==> src/rtl/pixel_stream_tx.sv <==
// pixel_stream_tx: host-side feeder for the MNIST inference core.
// Accepts 8-pixel binary bytes, streams them 1 bit/cycle (MSB first) onto the
// core's serial pixel input, then waits for the 4-bit prediction and returns it.
// Optional feature macro: MNIST_PRED_CHECK_EN (reject predictions above 9).
// Handshakes: a byte moves when byte_valid & byte_ready are both high at a
// rising clk edge; byte_ready never depends on byte_valid. data_out is only
// meaningful while data_out_valid is high (no backpressure from the core).
module pixel_stream_tx #(
    parameter int IMG_W       = 28,
    parameter int IMG_H       = 28,
    parameter int RES_TIMEOUT = 4096
) (
    input  logic       clk,
    input  logic       rst_n,
    input  logic [7:0] byte_in,
    input  logic       byte_valid,
    output logic       byte_ready,
    output logic       data_out,
    output logic       data_out_valid,
    output logic       sof,
    output logic       eof,
    input  logic [3:0] pred_in,
    input  logic       pred_valid_in,
    output logic [3:0] result,
    output logic       result_valid,
    output logic       timeout_err,
    output logic       pred_err
);

    localparam int NPIX = IMG_W * IMG_H;
    localparam int PW   = $clog2(NPIX);
    localparam int TW   = $clog2(RES_TIMEOUT);

    typedef enum logic [1:0] {
        IDLE     = 2'd0,
        SHIFT    = 2'd1,
        WAIT_RES = 2'd2
    } state_t;

    // state is kept as a named enum so checkers can bind to it directly
    state_t        state;
    state_t        state_nxt;
    logic [7:0]    shreg;
    logic [3:0]    bit_cnt;     // bits still held in shreg (0..8)
    logic [PW-1:0] pix_cnt;     // pixels already emitted in this frame
    logic [TW-1:0] tmo_cnt;
    logic [PW:0]   queued;      // pixels emitted plus pixels buffered
    logic          more_bytes;
    logic          pix_valid;
    logic          last_pix;
    logic          accept;
    logic          pred_ok;
    logic          tmo_hit;

    assign queued     = {1'b0, pix_cnt} + (PW+1)'(bit_cnt);
    assign more_bytes = queued < (PW+1)'(NPIX);
    assign pix_valid  = (state == SHIFT) && (bit_cnt != 4'd0);
    assign last_pix   = pix_valid && (pix_cnt == PW'(NPIX - 1));
    assign accept     = byte_valid && byte_ready;
    assign tmo_hit    = (state == WAIT_RES) && !pred_valid_in &&
                        (tmo_cnt == TW'(RES_TIMEOUT - 1));

`ifdef MNIST_PRED_CHECK_EN
    assign pred_ok = (pred_in <= 4'd9);
`else
    assign pred_ok = 1'b1;
`endif

    // State register
    always_ff @(posedge clk) begin
        if (!rst_n) state <= IDLE;
        else        state <= state_nxt;
    end

    // Next-state: one frame in flight, then wait for the core's answer
    always_comb begin
        state_nxt = state;
        case (state)
            IDLE:     if (accept) state_nxt = SHIFT;
            SHIFT:    if (last_pix) state_nxt = WAIT_RES;
            WAIT_RES: if (pred_valid_in || tmo_hit) state_nxt = IDLE;
            default:  state_nxt = IDLE;
        endcase
    end

    // Outputs: ready on the 8th bit allows a gap-free stream; ready is held
    // low while reset is asserted so every output reads 0 during reset
    always_comb begin
        byte_ready     = 1'b0;
        data_out       = 1'b0;
        data_out_valid = pix_valid;
        sof            = pix_valid && (pix_cnt == '0);
        eof            = last_pix;
        if (pix_valid) data_out = shreg[7];
        case (state)
            IDLE:    byte_ready = rst_n;
            SHIFT:   byte_ready = rst_n && (bit_cnt <= 4'd1) && more_bytes;
            default: byte_ready = 1'b0;
        endcase
    end

    // Datapath: shift register, counters, result latch and status pulses
    always_ff @(posedge clk) begin
        if (!rst_n) begin
            shreg        <= '0;
            bit_cnt      <= '0;
            pix_cnt      <= '0;
            tmo_cnt      <= '0;
            result       <= '0;
            result_valid <= 1'b0;
            timeout_err  <= 1'b0;
        end else begin
            result_valid <= 1'b0;
            timeout_err  <= 1'b0;
            case (state)
                IDLE: begin
                    if (accept) begin
                        shreg   <= byte_in;
                        bit_cnt <= 4'd8;
                        pix_cnt <= '0;
                    end
                end
                SHIFT: begin
                    // a reload on the 8th bit overrides the shift of that bit
                    if (accept) begin
                        shreg   <= byte_in;
                        bit_cnt <= 4'd8;
                    end else if (pix_valid) begin
                        shreg   <= {shreg[6:0], 1'b0};
                        bit_cnt <= bit_cnt - 4'd1;
                    end
                    if (pix_valid && !last_pix) pix_cnt <= pix_cnt + PW'(1);
                    if (last_pix) tmo_cnt <= '0;
                end
                WAIT_RES: begin
                    if (tmo_cnt != TW'(RES_TIMEOUT - 1)) tmo_cnt <= tmo_cnt + TW'(1);
                    if (pred_valid_in && pred_ok) begin
                        result       <= pred_in;
                        result_valid <= 1'b1;
                    end
                    if (tmo_hit) timeout_err <= 1'b1;
                end
                default: ;
            endcase
        end
    end

`ifdef MNIST_PRED_CHECK_EN
    // Out-of-range prediction: flag it and leave result untouched
    always_ff @(posedge clk) begin
        if (!rst_n) pred_err <= 1'b0;
        else        pred_err <= (state == WAIT_RES) && pred_valid_in && !pred_ok;
    end
`else
    assign pred_err = 1'b0;
`endif

endmodule
==> config.mk <==
export PLATFORM = sky130hd
export DESIGN_NAME = pixel_stream_tx
export DESIGN_NICKNAME = d
export VERILOG_FILES = /design/src/rtl/pixel_stream_tx.sv
export SDC_FILE = /design/constraint.sdc
export NUM_CORES = 1
export LEC_CHECK = 0
export CAP_MARGIN = 20
export CORE_MARGIN = 2
export CORE_UTILIZATION = 50
export DETAILED_ROUTE_END_ITERATION = 7
export PLACE_DENSITY = 0.85
export SLEW_MARGIN = 20
export SYNTH_ARGS = -nofsm -noshare
export SYNTH_HDL_FRONTEND = slang
export SYNTH_SLANG_ARGS = --single-unit
==> constraint.sdc <==
create_clock -name clk -period 2.9 [get_ports clk]
set_input_delay 0.29 -clock clk [delete_from_list [all_inputs] [get_ports clk]]
set_output_delay 0.29 -clock clk [all_outputs]
set_load 0.02 [all_outputs]
==> impl_metrics.csv, run 1 <==
group,metric,value,unit
outcome,status,"finished, final reports clean",
logic_synthesis,synth_xor_area_share,4.46,%
grt,grt_pass1_vias,1843,
routing,viasPerCell,5.65,
routing,drt_wl_total,4540,um
worst_hold_path,min_path_type,"flip-flop to flip-flop",
cts,cts_made_buffers,5,
floorplanning,die_h,69.7,um
setup_path,r2r_cells,5,
setup_path,critPathKind,"flip-flop to output pin",
logic_synthesis,synth_area,0.00216,mm2
logic_synthesis,synth.mux.area_fraction,4.17,%
sta,final.setup.tns,0,ns
grt,grt_pass1_wl,8230,um
floorplanning,io_pins,28,
grt,grt_max_degree,19,
sta,holdWs,0.457,ns
setup_path,critPathArrivalTime,2.46,ns
setup_path,r2r-end,"pix_cnt[7]$_SDFFE_PN0P_",
logic_synthesis,synth_simple_gate_area_share,28.2,%
sta,slew_violations,0,
logic_synthesis,ys_warn_count,0,
layout,final_common_cell,"dfxtp_1",
layout,final_nets,307,
cts,cts_hold_buf,0,
floorplanning,die_area,0.00486,mm2
cts,cts-root-buf,"clkbuf_8",
layout,diodes,0,
logic_synthesis,synthDistinctLibCells,43,
placed_design,gp_congestion,0.889,
sta,hold_viol,0,
logic_synthesis,syn_inst,255,
setup_path,critPathCaptureType,"output pin",
cts,cts_max_level,2,
cts,clkTransAtPathRegs,0.08,ns
floorplanning,die_x,69.7,um
power,power_density,488,mW/mm2
grt,grt_usage,20.6,%
layout,layout-drive-gt1-share,6.36,%
sta,setup_violations,0,
grt,grt_overflow,0,
layout,final_cell_mix,"42 x dfxtp_1, 26 x clkdlybuf4s50_1, 23 x a21oi_1, 20 x nor2_1, 18 x nand2_1",
routing,drt-wirelength-per-cell,13.6,um
logic_synthesis,synthTopCellsByArea,"dfxtp_1 39%, a21oi_1 5.3%, ha_1 5.2%, mux2i_1 4.2%, xnor2_1 4.1%",
cts,clk_latency,0.30,ns
placed_design,dpl.hpwl,3080,um
logic_synthesis,ys.flop_type,"dfxtp_1",
logic_synthesis,async_flop_share,0,%
power,p_leak,0.965,nW
setup_path,required,2.61,ns
setup_path,r2r_slack,0.86,ns
sta,max_freq,364,MHz
routing,dr.pass1.iters,4,
cts,cts_tree,"yes",
logic_synthesis,synthAdderAreaFrac,5.21,%
sta,worst_pin_slew,0.829,ns
routing,ant_nets,0,
routing,drc,0,
sta,max_slew_margin,44.2,%
floorplanning,row_count,23,
sta,fin_crit,2.75,ns
routing,drt_iter0_drc,120,
logic_synthesis,synth_edf_count,0,
logic_synthesis,syn_nets,280,
sta,min_period_over_period,94.7,%
logic_synthesis,synth_top_family_by_area,"simple AND/OR/NAND/NOR gates",
logic_synthesis,yosysTopAreaCell,"dfxtp_1",
setup_path,cp_max_fo,9,
setup_path,critPathLaunch,"state[0]$_SDFFE_PN0P_",
sta,finClkSkew,0.00758,ns
grt,antenna_found_initial,0,
layout,fill_cells,356,
placed_design,io_buffer_count,26,
setup_path,crit_end,"byte_ready",
logic_synthesis,synth_compound_area_share,14.4,%
power,ir_drop,394,uV
layout,final_util,63.0,%
logic_synthesis,syn_avg_cell_area,8.47,um2
cts,ctsLongestPathBuffers,2,
logic_synthesis,ys_seq_area_share,38.9,%
job,drv_cap,0,
floorplanning,core_area,0.00409,mm2
setup_path,r2r_start,"state[1]$_SDFFE_PN0P_",
logic_synthesis,synth_top_cell_area_share,38.9,%
setup_path,startpoint_type,"flip-flop",
layout,syn_to_final_growth,19.2,%
routing,via_count,1880,
cts,cts_sinks,42,
logic_synthesis,ys_ff_latch,42,
floorplanning,start_util,52.8,%
per-stage QoR:
stage	total power, mW	cells	cell area [um2]	setup WS (ns)
after global routing	1.31	333	2570	-0.0596
final	1.26	333	2570	0.152
after CTS	1.26	333	2570	0.145
after floorplan	0.744	255	2160	0.858
after global placement	0.796	325	2460	0.476
after detailed placement	0.800	325	2460	0.427
what timing repair did:
action                     in CTS  in global routing
setup endpoints to repair       0                  1
buffers inserted                0                  0
gates resized for setup         0                  2
critical path, cell delays in order, from the launching register on:
cell and delay [ns]:
dfxtp_1 0.43, or3b_1 0.43, nor3_1 0.34, a31oi_2 0.26, inv_1 0.10, clkdlybuf4s50_1 0.60
registers in the layout, indices dropped and copies added (netlist names):
| name | count |
|---|---|
| bit_cnt | 4 |
| tmo_cnt | 12 |
| result_valid | 1 |
| timeout_err | 1 |
| pix_cnt | 10 |
| result | 4 |
| shreg | 8 |
| state | 2 |
cell usage after synthesis, types with 5 or more instances:
| cell | n |
|---|---|
| nand2_1 | 18 |
| nor4_1 | 5 |
| xnor2_1 | 10 |
| inv_1 | 9 |
| dfxtp_1 | 42 |
| nor2_1 | 20 |
| nand3_1 | 12 |
| a21oi_1 | 23 |
| o21ai_0 | 17 |
| and3_1 | 6 |
| nor3_1 | 9 |
| or3_1 | 9 |
| ha_1 | 9 |
| mux2i_1 | 9 |
| nand2b_1 | 10 |
cells by family after synthesis:
kind of cell / after synthesis
AO/OA/AOI/OAI: 51
XOR/XNOR: 11
adder cells (fa/ha/maj): 9
buffers and inverters: 21
flip-flops: 42
multiplexers: 9
other: 1
AND/OR/NAND/NOR: 111
routing by layer:
layer	up-vias	GRT usage (%)	routed length [um]	share of wire [%]
met4	0	8.97	95	2.1
li1	956	-	-	-
met3	10	5.96	270	5.9
met2	57	33.2	2100	46
met5	-	0	0	0
met1	857	25.7	2080	46
cell type report:
cell class                      instances  area (um2)  share of cell area, %
Clock buffer                            6        72.6                   2.82
Sequential cell                        42         841                   32.7
Timing Repair Buffer                   30         290                   11.3
Multi-Input combinational cell        192        1230                   47.7
Tap cell                               50        62.6                   2.43
Inverter                               11        43.8                   1.70
Clock inverter                          2        37.5                   1.46
how the worst min path moves through the flow:
stage,startpoint,to,slack [ns],cells past startpoint
2_1_floorplan,state[1]$_SDFFE_PN0P_,state[0]$_SDFFE_PN0P_,0.44,1
3_3_place_gp,result[0]$_SDFFE_PN0P_,result[0]$_SDFFE_PN0P_,0.44,2
3_5_place_dp,result[2]$_SDFFE_PN0P_,result[2]$_SDFFE_PN0P_,0.45,2
4_1_cts,result[2]$_SDFFE_PN0P_,result[2]$_SDFFE_PN0P_,0.46,2
5_1_grt,result[1]$_SDFFE_PN0P_,result[1]$_SDFFE_PN0P_,0.49,2
6_report,result[2]$_SDFFE_PN0P_,result[2]$_SDFFE_PN0P_,0.46,2
power breakdown:
group | switching [mW] | internal (mW)
Clock | 0.208 | 0.257
Combinational | 0.0932 | 0.0824
Sequential | 0.0195 | 0.597
Total | 0.320 | 0.936
Power figures use the tool's default switching activity.
==> run 2, diff against run 1 <==
- CORE_MARGIN: 2 -> not set
==> impl_metrics.csv, run 2 (synthesis gave the netlist of run 1 again) <==
group,metric,value,unit
setup_path,critPathKind,"flip-flop to output pin",
routing,drt_iter0_drc,64,
grt,grt_max_degree,19,
sta,worst_pin_slew,0.870,ns
cts,clk_latency,0.30,ns
routing,via_count,1885,
layout,final_cell_mix,"42 x dfxtp_1, 26 x clkdlybuf4s50_1, 23 x a21oi_1, 20 x nor2_1, 18 x nand2_1",
worst_hold_path,min_path_type,"flip-flop to flip-flop",
placed_design,io_buffer_count,26,
placed_design,dpl.hpwl,3210,um
setup_path,r2r_slack,0.79,ns
layout,regMostFlops,"tmo_cnt",
cts,cts_made_buffers,5,
setup_path,required,2.61,ns
setup_path,r2r_cells,6,
grt,grt_overflow,0,
sta,final.setup.tns,0,ns
setup_path,cp_max_fo,9,
cts,cts-root-buf,"clkbuf_8",
power,ir_drop,197,uV
sta,setup_violations,0,
cts,clkTransAtPathRegs,0.08,ns
cts,ctsLongestPathBuffers,2,
layout,final_util,62.6,%
floorplanning,die_x,67.7,um
setup_path,critPathLaunch,"state[0]$_SDFFE_PN0P_",
grt,grt_pass1_vias,1720,
sta,max_freq,373,MHz
routing,drc,0,
layout,diodes,0,
routing,drt_wl_total,4450,um
layout,reg_top3,"tmo_cnt x12, pix_cnt x10, shreg x8",
setup_path,r2r-end,"tmo_cnt[8]$_SDFFE_PN0P_",
cts,cts_hold_buf,0,
sta,max_slew_margin,41.5,%
sta,hold_viol,0,
setup_path,critPathArrivalTime,2.39,ns
grt,grt_pass1_wl,7400,um
layout,final_common_cell,"dfxtp_1",
placed_design,dp.cells,325,
floorplanning,row_count,23,
cts,cts_max_level,2,
sta,grt_setup_unrepaired,"false",
sta,min_period_over_period,92.4,%
layout,syn_to_final_growth,18.5,%
routing,viasPerCell,5.66,
power,p_leak,0.961,nW
cts,cts_tree,"yes",
floorplanning,core_area,0.00409,mm2
layout,final_nets,307,
sta,holdWs,0.458,ns
floorplanning,die_h,67.7,um
routing,drt-wirelength-per-cell,13.4,um
sta,finClkSkew,0.00616,ns
floorplanning,start_util,52.8,%
floorplanning,die_area,0.00459,mm2
setup_path,critPathCaptureType,"output pin",
outcome,status,"finished, final reports clean",
sta,slew_violations,0,
layout,fill_cells,357,
layout,layout-drive-gt1-share,6.71,%
layout,largest_register_ffs,12,
routing,ant_nets,0,
floorplanning,io_pins,28,
placed_design,gp_congestion,0.929,
grt,grt_usage,21.8,%
setup_path,startpoint_type,"flip-flop",
power,power_density,463,mW/mm2
routing,dr.pass1.iters,4,
layout,final_cells,333,
sta,fin_crit,2.68,ns
cts,cts_sinks,42,
grt,antenna_found_initial,0,
job,drv_cap,0,
setup_path,crit_end,"byte_ready",
setup_path,r2r_start,"tmo_cnt[0]$_SDFFE_PN0P_",
## run 2: cell count changes in the layout (fill, tap and decap cells not counted)
cell and change:
bufinv_16 -1, clkbuf_1 -1, clkbuf_8 +1, clkinv_2 +1
## run 2: through the flow
stage	setup WS, ns	power, mW	area (um2)
2_1_floorplan	0.858	0.744	2160
3_3_place_gp	0.478	0.796	2460
3_5_place_dp	0.456	0.800	2460
4_1_cts	0.147	1.19	2550
5_1_grt	0.0108	1.24	2560
6_report	0.222	1.18	2560
## run 2: how the worst min path moves through the flow
stage	end	depth (start not counted)	from
after floorplan	state[0]$_SDFFE_PN0P_	1	state[1]$_SDFFE_PN0P_
after global placement	result[1]$_SDFFE_PN0P_	2	result[1]$_SDFFE_PN0P_
after detailed placement	result[0]$_SDFFE_PN0P_	2	result[0]$_SDFFE_PN0P_
after CTS	result[0]$_SDFFE_PN0P_	2	result[0]$_SDFFE_PN0P_
after global routing	result[0]$_SDFFE_PN0P_	2	result[0]$_SDFFE_PN0P_
final	result[1]$_SDFFE_PN0P_	2	result[1]$_SDFFE_PN0P_
## run 2: metal layers
layer  GRT usage, %  share of wire [%]
met1           25.1                 46
met2           38.0                 47
met3           4.90                4.5
met4           9.84                1.6
met5              0                  0
## run 2: worst max-delay path: stages (launching register included)
cell	delay (ns)
dfxtp_1	0.42
or3b_1	0.43
nor3_1	0.30
a31oi_2	0.23
inv_1	0.10
clkdlybuf4s50_1	0.60
## run 2: cell type report
class / count / area [um2] / share of cell area, %
Clock buffer: 6 / 82.6 / 3.23
Clock inverter: 2 / 12.5 / 0.489
Inverter: 11 / 43.8 / 1.71
Multi-Input combinational cell: 192 / 1230 / 47.9
Sequential cell: 42 / 841 / 32.8
Tap cell: 50 / 62.6 / 2.44
Timing Repair Buffer: 30 / 290 / 11.3
## run 2: timing repair
action                                  4_1_cts  5_1_grt
gates resized for setup                       0        2
hold endpoints to repair                      0        0
endpoints found under the setup margin        0        1
setup buffers                                 0        0
## run 2: power by group
group	internal (mW)	switching (mW)
registers	0.597	0.0183
logic	0.0823	0.0917
clock network	0.191	0.204
total	0.870	0.314
==> run 3, diff against run 2 <==
- CORE_MARGIN: not set -> 2
- CORE_UTILIZATION: 50 -> 59
- PLACE_DENSITY: 0.85 -> 0.95
==> impl_metrics.csv, run 3 (synthesis gave the netlist of run 1 again) <==
group,metric,value,unit
sta,slew_violations,0,
power,swShare,27.4,%
layout,design_area,0.00252,mm2
job,drv_cap,0,
power,p_int,0.796,mW
power,p_leak,0.948,nW
cts,clk_latency,0.36,ns
power,combPwrFrac,16.0,%
setup_path,cp_num_buf_inv,2,
layout,final_common_cell,"dfxtp_1",
setup_path,critPathLaunch,"state[0]$_SDFFE_PN0P_",
layout,seqCellArea,841,um2
floorplanning,die_x,64.5,um
setup_path,crit_chain,"or3b_1 > nor3_1 > a31oi_2 > inv_1 > clkdlybuf4s50_1",
setup_path,critPathCaptureType,"output pin",
routing,drt_iter0_drc,80,
worst_hold_path,hold_path.startpoint,"result[2]$_SDFFE_PN0P_",
worst_hold_path,min_path_type,"flip-flop to flip-flop",
floorplanning,core_area,0.00342,mm2
cts,cts_max_level,2,
cts,cts_sinks,42,
layout,final_nets,307,
sta,min_period_over_period,96.0,%
floorplanning,io_pins,28,
placed_design,dp.cells,321,
power,p_switching,0.300,mW
layout,regMostFlops,"tmo_cnt",
setup_path,cp_max_fo,9,
grt,grt_overflow,0,
sta,worst_pin_slew,0.768,ns
routing,drt_wl_total,4360,um
routing,viasPerCell,5.78,
floorplanning,row_count,21,
layout,fill_cells,253,
setup_path,cp_slowest_stage_delay,0.60,ns
setup_path,critPathArrivalTime,2.49,ns
setup_path,critPathTopFamily,"simple AND/OR/NAND/NOR gates",
cts,cts-root-buf,"clkbuf_4",
sta,fin_crit,2.78,ns
floorplanning,die_area,0.00416,mm2
sta,max_freq,359,MHz
grt,grt_pass1_vias,1789,
cts,cts_tree,"yes",
sta,max_slew_margin,48.4,%
setup_path,r2r_start,"tmo_cnt[0]$_SDFFE_PN0P_",
routing,ant_nets,0,
layout,multiInputGateArea,0.00123,mm2
sta,setup_slack,0.117,ns
cts,clkTransAtPathRegs,0.12,ns
routing,dr.pass1.iters,4,
floorplanning,start_util,63.2,%
floorplanning,die_h,64.5,um
outcome,status,"finished, final reports clean",
routing,drc,0,
layout,final_cells,329,
cts,cts_setup_buffers,0,
routing,via_count,1902,
layout,reg_top3,"tmo_cnt x12, pix_cnt x10, shreg x8",
placed_design,io_buffer_count,26,
setup_path,critPathSlowestCell,"clkdlybuf4s50_1",
sta,hold_viol,0,
grt,antenna_found_initial,0,
layout,largest_register_ffs,12,
cts,cts_made_buffers,5,
placed_design,dpl.hpwl,3080,um
cts,ctsLongestPathBuffers,2,
power,power_density,434,mW/mm2
layout,syn_to_final_growth,16.9,%
power,p_seq_share,56.2,%
layout,final_cell_mix,"42 x dfxtp_1, 26 x clkdlybuf4s50_1, 23 x a21oi_1, 20 x nor2_1, 18 x nand2_1",
grt,grt_pass1_wl,7860,um
placed_design,gp_congestion,0.848,
grt,grt_usage,24.2,%
placed_design,post-place-ws,0.436,ns
sta,final.setup.tns,0,ns
grt,grt_max_degree,19,
setup_path,required,2.61,ns
placed_design,place_area,0.00245,mm2
layout,diodes,0,
layout,layout-drive-gt1-share,6.71,%
power,pwr-share-clk,27.8,%
routing,drt-wirelength-per-cell,13.3,um
sta,setup_violations,0,
sta,finClkSkew,0.0132,ns
setup_path,startpoint_type,"flip-flop",
setup_path,critPathKind,"flip-flop to output pin",
power,ir_drop,274,uV
-- run 3: area by class of cell --
type	count	area share (%)
sequential	42	33.3
inverter	11	1.74
clock buffer	6	2.03
timing repair buffer	30	11.5
tap	46	2.28
clock inverter	2	0.496
multi-input combinational	192	48.6
-- run 3: per-layer routing --
metal	wire [um]	global-route usage [%]	vias up
met2	2090	41.3	70
met5	0	0	-
met3	282	6.60	15
met4	125	9.57	0
li1	-	-	965
met1	1860	28.8	852
-- run 3: worst paths after layout --
kind	to	slack, ns	cells past startpoint
setup / recovery	byte_ready	0.12	5
hold / removal	result[2]$_SDFFE_PN0P_	0.46	2
setup reg to reg	tmo_cnt[4]$_SDFFE_PN0P_	0.82	6
hold reg to reg	result[2]$_SDFFE_PN0P_	0.46	2
-- run 3: tightest hold or removal path, stage by stage, from the launching register on --
cell	delay [ns]
dfxtp_1	0.33
nand2_1	0.05
a21oi_1	0.05
-- run 3: repair_timing --
action | 4_1_cts | 5_1_grt
setup endpoints to repair | 0 | 1
hold endpoints to repair | 0 | 0
hold buffers | 0 | 0
resized for setup | 0 | 2
-- run 3: per-stage QoR --
stage	hold slack [ns]	power [mW]	utilization, %
2_1_floorplan	0.436	0.744	-
3_3_place_gp	0.444	0.795	71.8
3_5_place_dp	0.447	0.802	71.8
6_report	0.463	1.10	73.9
5_1_grt	0.481	1.16	73.9
4_1_cts	0.465	1.10	73.7
-- run 3: power by group through the flow --
stage	logic (mW)	clock network, mW	registers, mW
6_report	0.175	0.305	0.616
5_1_grt	0.195	0.343	0.620
4_1_cts	0.174	0.312	0.616
3_5_place_dp	0.173	0	0.629
2_1_floorplan	0.121	0	0.623
3_3_place_gp	0.168	0	0.627
